--- config.mk ---
export PLATFORM = sky130hd
export DESIGN_NAME = two_bit_comp
export DESIGN_NICKNAME = d
export VERILOG_FILES = /design/src/rtl/two_bit_comp_pkg.sv /design/src/rtl/two_bit_comp_core.sv /design/src/rtl/two_bit_comp.sv
export SDC_FILE = /design/constraint.sdc
export NUM_CORES = 1
export LEC_CHECK = 0
export ABC_CLOCK_PERIOD_IN_PS = 1400
export CAP_MARGIN = 5
export CORE_AREA = 2 2 39 41
export CTS_CLUSTER_SIZE = 10
export DETAILED_ROUTE_END_ITERATION = 8
export DIE_AREA = 0 0 41 43
export MAX_ROUTING_LAYER = met4
export SLEW_MARGIN = 20
export SYNTH_ARGS = -nofsm -noshare
export SYNTH_HDL_FRONTEND = slang
export SYNTH_SLANG_ARGS = --single-unit
export TNS_END_PERCENT = 20
--- constraint.sdc ---
create_clock -name clk -period 1.4 [get_ports clk]
set_clock_uncertainty 0.05 [all_clocks]
set_input_delay 0.28 -clock clk [delete_from_list [all_inputs] [get_ports clk]]
set_output_delay 0.28 -clock clk [all_outputs]
set_load 0.05 [all_outputs]
--- src/rtl/two_bit_comp_pkg.sv ---
// Shared types and compare helpers for the 2-bit magnitude comparator.
// Optional cascade-in support is enabled by defining CMP_CASCADE_EN.
package two_bit_comp_pkg;

    localparam int CMP_W = 2;

    typedef enum logic [1:0] {
        CMP_GT,
        CMP_LT,
        CMP_EQ
    } cmp_res_t;

    // MSB decides unless the MSBs match, then the LSB decides.
    function automatic cmp_res_t cmp2(input logic [CMP_W-1:0] x, input logic [CMP_W-1:0] y);
        logic gt;
        logic lt;
        gt = (x[1] & ~y[1]) | (~(x[1] ^ y[1]) & x[0] & ~y[0]);
        lt = (~x[1] & y[1]) | (~(x[1] ^ y[1]) & ~x[0] & y[0]);
        if (gt) begin
            return CMP_GT;
        end else if (lt) begin
            return CMP_LT;
        end else begin
            return CMP_EQ;
        end
    endfunction

    // Returns the one-hot flag vector {g, l, e}.
    function automatic logic [2:0] res_to_flags(input cmp_res_t res);
        logic [2:0] flags;
        case (res)
            CMP_GT:  flags = 3'b100;
            CMP_LT:  flags = 3'b010;
            default: flags = 3'b001;
        endcase
        return flags;
    endfunction

endpackage

--- src/rtl/two_bit_comp_core.sv ---
// Combinational compare element: operand bits (and cascade-in when
// CMP_CASCADE_EN is defined) to next-state g/l/e flags.
module two_bit_comp_core
    import two_bit_comp_pkg::*;
(
    input  logic x1,
    input  logic y1,
    input  logic x0,
    input  logic y0,
`ifdef CMP_CASCADE_EN
    input  logic gi,
    input  logic li,
    input  logic ei,
`endif
    output logic g_nxt,
    output logic l_nxt,
    output logic e_nxt
);

    logic [2:0] loc_flags;

    assign loc_flags = res_to_flags(cmp2({x1, x0}, {y1, y0}));

`ifdef CMP_CASCADE_EN
    // Equal operands defer to the less-significant stage.
    assign {g_nxt, l_nxt, e_nxt} = loc_flags[0] ? {gi, li, ei} : loc_flags;
`else
    assign {g_nxt, l_nxt, e_nxt} = loc_flags;
`endif

endmodule

--- src/rtl/two_bit_comp.sv ---
// Registered 2-bit unsigned magnitude comparator with one-hot g/l/e flags.
// Define CMP_CASCADE_EN to add gi/li/ei cascade inputs for wider compares.
module two_bit_comp
    import two_bit_comp_pkg::*;
#(
    parameter logic RST_EQ_VAL = 1'b0
) (
    input  logic clk,
    input  logic rst,
    input  logic x1,
    input  logic y1,
    input  logic x0,
    input  logic y0,
`ifdef CMP_CASCADE_EN
    input  logic gi,
    input  logic li,
    input  logic ei,
`endif
    output logic g,
    output logic l,
    output logic e
);

    logic g_nxt;
    logic l_nxt;
    logic e_nxt;

    two_bit_comp_core u_core (
        .x1    (x1),
        .y1    (y1),
        .x0    (x0),
        .y0    (y0),
`ifdef CMP_CASCADE_EN
        .gi    (gi),
        .li    (li),
        .ei    (ei),
`endif
        .g_nxt (g_nxt),
        .l_nxt (l_nxt),
        .e_nxt (e_nxt)
    );

    always_ff @(posedge clk) begin
        if (rst) begin
            {g, l, e} <= {2'b00, RST_EQ_VAL};
        end else begin
            {g, l, e} <= {g_nxt, l_nxt, e_nxt};
        end
    end

endmodule

==> results of run 1 <==
==> worst max path at each step <==
stage | cells past startpoint | startpoint | to | slack [ns]
5_1_grt | 5 | x0 | l | 0.14
2_1_floorplan | 5 | x1 | l | 0.28
3_3_place_gp | 6 | x1 | l | -0.26
4_1_cts | 5 | y1 | l | 0.02
3_5_place_dp | 6 | x1 | l | -0.29
6_report | 3 | y0 | e | 0.23
==> cell type report <==
| cell class | instances | share of cell area (%) |
|---|---|---|
| sequential | 3 | 17.6 |
| timing repair buffer | 10 | 37.0 |
| tap | 16 | 5.86 |
| inverter | 2 | 2.20 |
| multi-input combinational | 11 | 29.7 |
| clock buffer | 4 | 7.69 |
==> per-layer routing <==
metal | track usage (%) | up-vias | routed length, microns | share of wire [%]
met5 | - | - | 0 | 0
met4 | 6.00 | 0 | 0 | 0
met3 | 3.14 | 0 | 32 | 11
met2 | 7.81 | 6 | 162 | 54
met1 | 3.53 | 66 | 107 | 35
li1 | - | 81 | - | -
==> sequential cells by signal, summed over array words and instances, names as in the netlist <==
signal  cells
g           1
l           1
e           1
==> power groups by stage <==
stage	combinational (mW)	sequential [mW]	clock (mW)
6_report	0.0949	0.0966	0.148
3_3_place_gp	0.0912	0.0979	0
3_5_place_dp	0.0919	0.0979	0
4_1_cts	0.0960	0.0966	0.156
5_1_grt	0.103	0.0968	0.165
2_1_floorplan	0.0222	0.116	0
==> metrics by stage <==
step                power (mW)  cells  hold WS, ns  setup WS [ns]
finish                   0.339     46        0.379          0.230
global route             0.365     46        0.390          0.141
CTS                      0.349     46        0.529         0.0226
detailed placement       0.190     42        0.677         -0.289
global placement         0.189     42        0.677         -0.263
floorplan                0.138     16        0.301          0.278
==> critical path, cell delays in order <==
cell and delay [ns]:
sky130_fd_sc_hd__clkdlybuf4s50_1 0.45, sky130_fd_sc_hd__xor2_1 0.19, sky130_fd_sc_hd__a2111oi_2 0.33
==> cell families after synthesis <==
logic type,after synthesis,share of synthesized area (%)
fa+ha+maj,2,16.0
xor+xnor,1,5.60
compound gates,4,24.0
buf+inv,2,4.80
flops,3,38.4
simple gates,4,11.2
==> synthesized netlist by cell type <==
library cell / number
sky130_fd_sc_hd__nand2_1: 2
sky130_fd_sc_hd__nor2_1: 1
sky130_fd_sc_hd__ha_1: 2
sky130_fd_sc_hd__o21ai_0: 1
sky130_fd_sc_hd__a211oi_1: 1
sky130_fd_sc_hd__o21ba_2: 1
sky130_fd_sc_hd__inv_1: 2
sky130_fd_sc_hd__a2111oi_2: 1
sky130_fd_sc_hd__dfxtp_1: 3
sky130_fd_sc_hd__xor2_1: 1
sky130_fd_sc_hd__nor2b_1: 1
==> repair_timing <==
| action | in CTS | in global routing |
|---|---|---|
| pin swaps | 1 | 1 |
| gates resized for setup | 3 | 1 |
| setup endpoints to repair | 1 | 1 |
| setup buffers | 0 | 0 |
==> flow_summary.ini, run 1 <==
[outcome]
status = finished clean

[floorplan]
die_h_microns = 43
area_enclosed_by_the_die_boundary_sq_um = 1760
chipWidth_microns = 41
rows = 14
initial_utilization_pct = 11.3
io_pins = 9
core_region_area_sq_um = 1380

[power]
switching_power_uw = 87.8
cellPowerDensity_nw_per_um2 = 993
power_report.internal_total_uw = 251
sw_frac_of_total_pct = 25.9
vdd_ir_drop_max_v = 0.000239
power.share.sequential_pct = 28.5
pleak_nw = 0.149
power_frac_comb_pct = 28.0
clockPowerShare_pct = 43.5

[grt]
global_route.usage.total_pct = 5.24
number_of_antenna_violations_at_the_first_check_in_global_routing = 0
grt_first_pass_wirelength_microns = 545
first_global_vias = 166
pin_count_of_the_biggest_net_entering_global_routing = 4
grt-ovfl-total = 0

[yosys]
syn-mean-instance-area_sq_um = 9.78
fraction_of_synthesized_cell_area_taken_by_the_top_area_cell_type_pct = 38.4
netlist_area_sq_um = 156
synth.top_cells.by_area = sky130_fd_sc_hd__dfxtp_1, sky130_fd_sc_hd__ha_1, sky130_fd_sc_hd__a2111oi_2
postSynthRegisterBits = 3
synth.net_count = 24
seq_area_frac_synth_pct = 38.4
yosysWarningCount = 0
yosys.cell_types.count = 11
synth_largest_area_cell = sky130_fd_sc_hd__dfxtp_1
syn_inst_count = 16

[clocking]
clock_tree.htree_level_count = 1
cts-root-to-sink-buffers = 2
post_cts_hold_buffer_count = 0
clkTransAtPathRegs_ns = 0.04
tritoncts.num_buffers = 3
clock_sinks = 3
cts_tree = built
root_buffer = sky130_fd_sc_hd__clkbuf_4

[worst_setup_path]
arrival_ns = 1.25
cp-start-kind = input pin
critPathRequiredTime_ns = 1.48
crit_path_end_kind = flop
crit_fanout = 3
critPathKind = in -> reg

[placement]
dpl_cell_area_sq_um = 302
routabilityCongestion = 0.641
placement.io_buffers = 8
hpwl_microns = 259

[cells_and_area]
flow.area_growth_from_synthesis_pct = 118
final_cell_mix = sky130_fd_sc_hd__clkbuf_4, sky130_fd_sc_hd__dfxtp_1, sky130_fd_sc_hd__clkdlybuf4s50_1, sky130_fd_sc_hd__buf_12
post-route-util_pct = 24.7
antenna-diode-count = 0
sequential_cell_area_sq_um = 60.1
layout.nets = 39
drive_gt1_share_pct = 40.0
multiInputGateArea_sq_um = 101
stdcell_area_sq_um = 342
fillerInstances = 143

[timing]
final_hold_vio_count = 0
fin_setup_tns_ns = 0
report.final.setup_viol = 0
max_slew.worst_pin.slew_ns = 0.236
relSlewSlack_pct = 84.2
finalWorstPathRequiredPeriod_ns = 1.17
post-route-period-util_pct = 83.6
fmaxAchievable_ghz = 0.855
timing.final.max_slew_violations = 0
rsz_0062_raised_after_global_routing = no

[drt]
via_count = 153
routed_wl_microns = 302
vias_per_cell = 3.33
detail_route.iter0.violations = 0
drt_pass1_iterations = 1
wl_per_cell_microns = 6.57
remaining_drc_errors = 0
antenna_left = 0

[min_path]
min_path_type = in -> reg
timing.hold.worst_path_depth = 3
min_to = e
hold_start = y1

[job]
maxCapViolations = 0
No activity file was read; power rests on OpenSTA's default activity.
==> inputs of run 2 (changes only) <==
ABC_CLOCK_PERIOD_IN_PS = 1060   (was 1400)
clock period = 1.06 ns   (was 1.4 ns; I/O delays follow)
==> run 2 against run 1 <==
Compared with the run above:
- critical path type unchanged
- die area is the same
- via count grew 4.6%
- largest power group unchanged
- first-iteration DRC count is the same
- setup slack lost 0.16 ns
- clock power grew 31%
==> flow_summary.ini, run 2 (same netlist as run 1, synthesis figures left out) <==
[worst_setup_path]
crit_fanout = 3
arrival_ns = 1.09
critPathKind = in -> reg
cp_slowest_cell = sky130_fd_sc_hd__ha_4
cp-start-kind = input pin
crit_path_end_kind = flop
critical_path.max_stage_delay_ns = 0.26
path_cells = clkdlybuf4s15_2 > inv_2 > ha_4 > nor2b_1 > o21ai_1 > a211oi_2
critPathRequiredTime_ns = 1.16

[grt]
grt_most_used_layer = met2
first_global_vias = 179
grt-ovfl-total = 0
global_route.usage.met3_pct = 1.57
grt_first_pass_wirelength_microns = 621
groute.layer.met1.usage_pct = 4.81
number_of_antenna_violations_at_the_first_check_in_global_routing = 0
pin_count_of_the_biggest_net_entering_global_routing = 4
global_route.usage.total_pct = 5.86
grtUsageMet2_pct = 8.44

[cells_and_area]
stdcell_area_sq_um = 353
final_cell_count_no_fill = 47
antenna-diode-count = 0
flow.area_growth_from_synthesis_pct = 126
layout.nets = 40
final_cell_mix = sky130_fd_sc_hd__clkbuf_4, sky130_fd_sc_hd__dfxtp_1, sky130_fd_sc_hd__buf_12, sky130_fd_sc_hd__buf_4
fillerInstances = 154
drive_gt1_share_pct = 51.6

[drt]
remaining_drc_errors = 0
wl_per_cell_microns = 7.45
vias_per_cell = 3.40
drt_pass1_iterations = 1
routed_wl_microns = 350
detail_route.iter0.violations = 0
antenna_left = 0
via_count = 160

[job]
maxCapViolations = 0

[power]
power.share.sequential_pct = 28.1
power_report.internal_total_uw = 335
cellPowerDensity_nw_per_um2 = 1290
power_frac_comb_pct = 29.2
sw_frac_of_total_pct = 26.1
clockPowerShare_pct = 42.6
vdd_ir_drop_max_v = 0.000228
total_power_uw = 454
switching_power_uw = 118
pleak_nw = 0.149

[timing]
report.final.setup_viol = 0
post-route-period-util_pct = 93.4
relSlewSlack_pct = 84.3
finalWorstPathRequiredPeriod_ns = 0.990
max_slew.worst_pin.slew_ns = 0.235
final_worst_path_setup_slack_ns = 0.0702
rsz_0062_raised_after_global_routing = no
fmaxAchievable_ghz = 1.01
timing.final.max_slew_violations = 0
final_hold_vio_count = 0

[clocking]
post_cts_hold_buffer_count = 0
root_buffer = sky130_fd_sc_hd__clkbuf_4
cts_tree = built
clkTransAtPathRegs_ns = 0.03
tritoncts.num_buffers = 3
clock_tree.htree_level_count = 1
cts-root-to-sink-buffers = 2
clock_sinks = 3

[floorplan]
area_enclosed_by_the_die_boundary_sq_um = 1760
die_h_microns = 43
core_region_area_sq_um = 1380
chipWidth_microns = 41
rows = 14
initial_utilization_pct = 11.3
io_pins = 9

[placement]
routabilityCongestion = 0.621
dp_slack_ns = -0.574
dpl_cell_area_sq_um = 302
placement.io_buffers = 8
hpwl_microns = 274
placed_cells_incl_taps = 42

[outcome]
status = finished clean

[min_path]
min_path_type = in -> reg
hold_start = y1
min_to = e
timing.hold.worst_path_depth = 3
## run 2: changes by cell type in the layout (fill, tap and decap cells not counted)
cell,previous run,this run
sky130_fd_sc_hd__clkdlybuf4s50_1,3,1
sky130_fd_sc_hd__o21ai_0,1,0
sky130_fd_sc_hd__dlymetal6s2s_1,1,0
sky130_fd_sc_hd__clkdlybuf4s15_2,0,2
sky130_fd_sc_hd__buf_4,2,3
sky130_fd_sc_hd__dlygate4sd2_1,1,2
sky130_fd_sc_hd__a211oi_1,1,0
sky130_fd_sc_hd__o21ai_1,0,1
sky130_fd_sc_hd__a211oi_2,0,1
## run 2: worst max path at each step
| stage | startpoint | end | slack (ns) | depth (start not counted) |
|---|---|---|---|---|
| 6_report | x1 | l | 0.07 | 6 |
| 5_1_grt | y1 | e | 0.003 | 4 |
| 4_1_cts | x1 | l | 0.01 | 6 |
| 3_5_place_dp | x1 | l | -0.57 | 6 |
| 3_3_place_gp | x1 | l | -0.54 | 6 |
| 2_1_floorplan | x1 | l | 0.006 | 5 |
## run 2: area by class of cell
class	instances	area, sq um	share of cell area [%]
repair buffers	11	133	37.6
clock buffers	4	26.3	7.45
well taps	16	20.0	5.67
flip-flops and latches	3	60.1	17.0
inverters	2	7.51	2.13
multi-input cells	11	106	30.1
## run 2: layer usage
metal / part of all wire [%] / vias up
li1: - / 83
met1: 33 / 71
met2: 59 / 6
met3: 8.0 / 0
met4: 0 / 0
met5: 0 / -
## run 2: power groups by stage
stage	sequential (mW)	combinational [mW]	clock [mW]
global route	0.128	0.143	0.209
finish	0.128	0.133	0.194
floorplan	0.153	0.0293	0
CTS	0.128	0.130	0.209
global placement	0.129	0.120	0
detailed placement	0.129	0.122	0
## run 2: timing repair
item                                    4_1_cts  5_1_grt
buffers inserted                              1        0
endpoints found under the setup margin        3        1
pin swaps                                     2        1
resized for setup                            10        2
## run 2: critical path: cells and delay by family
kind / cells / cell delay (ns)
adders and majority gates: 1 / 0.26
AOI/OAI and AO/OA: 2 / 0.26
buffers and inverters: 2 / 0.23
and+or+nand+nor: 1 / 0.12
## run 2: through the flow
stage / hold WS, ns / TNS, ns / utilization [%]
after floorplan: 0.233 / 0 / -
after global placement: 0.609 / -1.44 / 21.8
after detailed placement: 0.609 / -1.49 / 21.8
after CTS: 0.357 / 0 / 25.1
after global routing: 0.390 / 0 / 25.5
final: 0.377 / 0 / 25.5
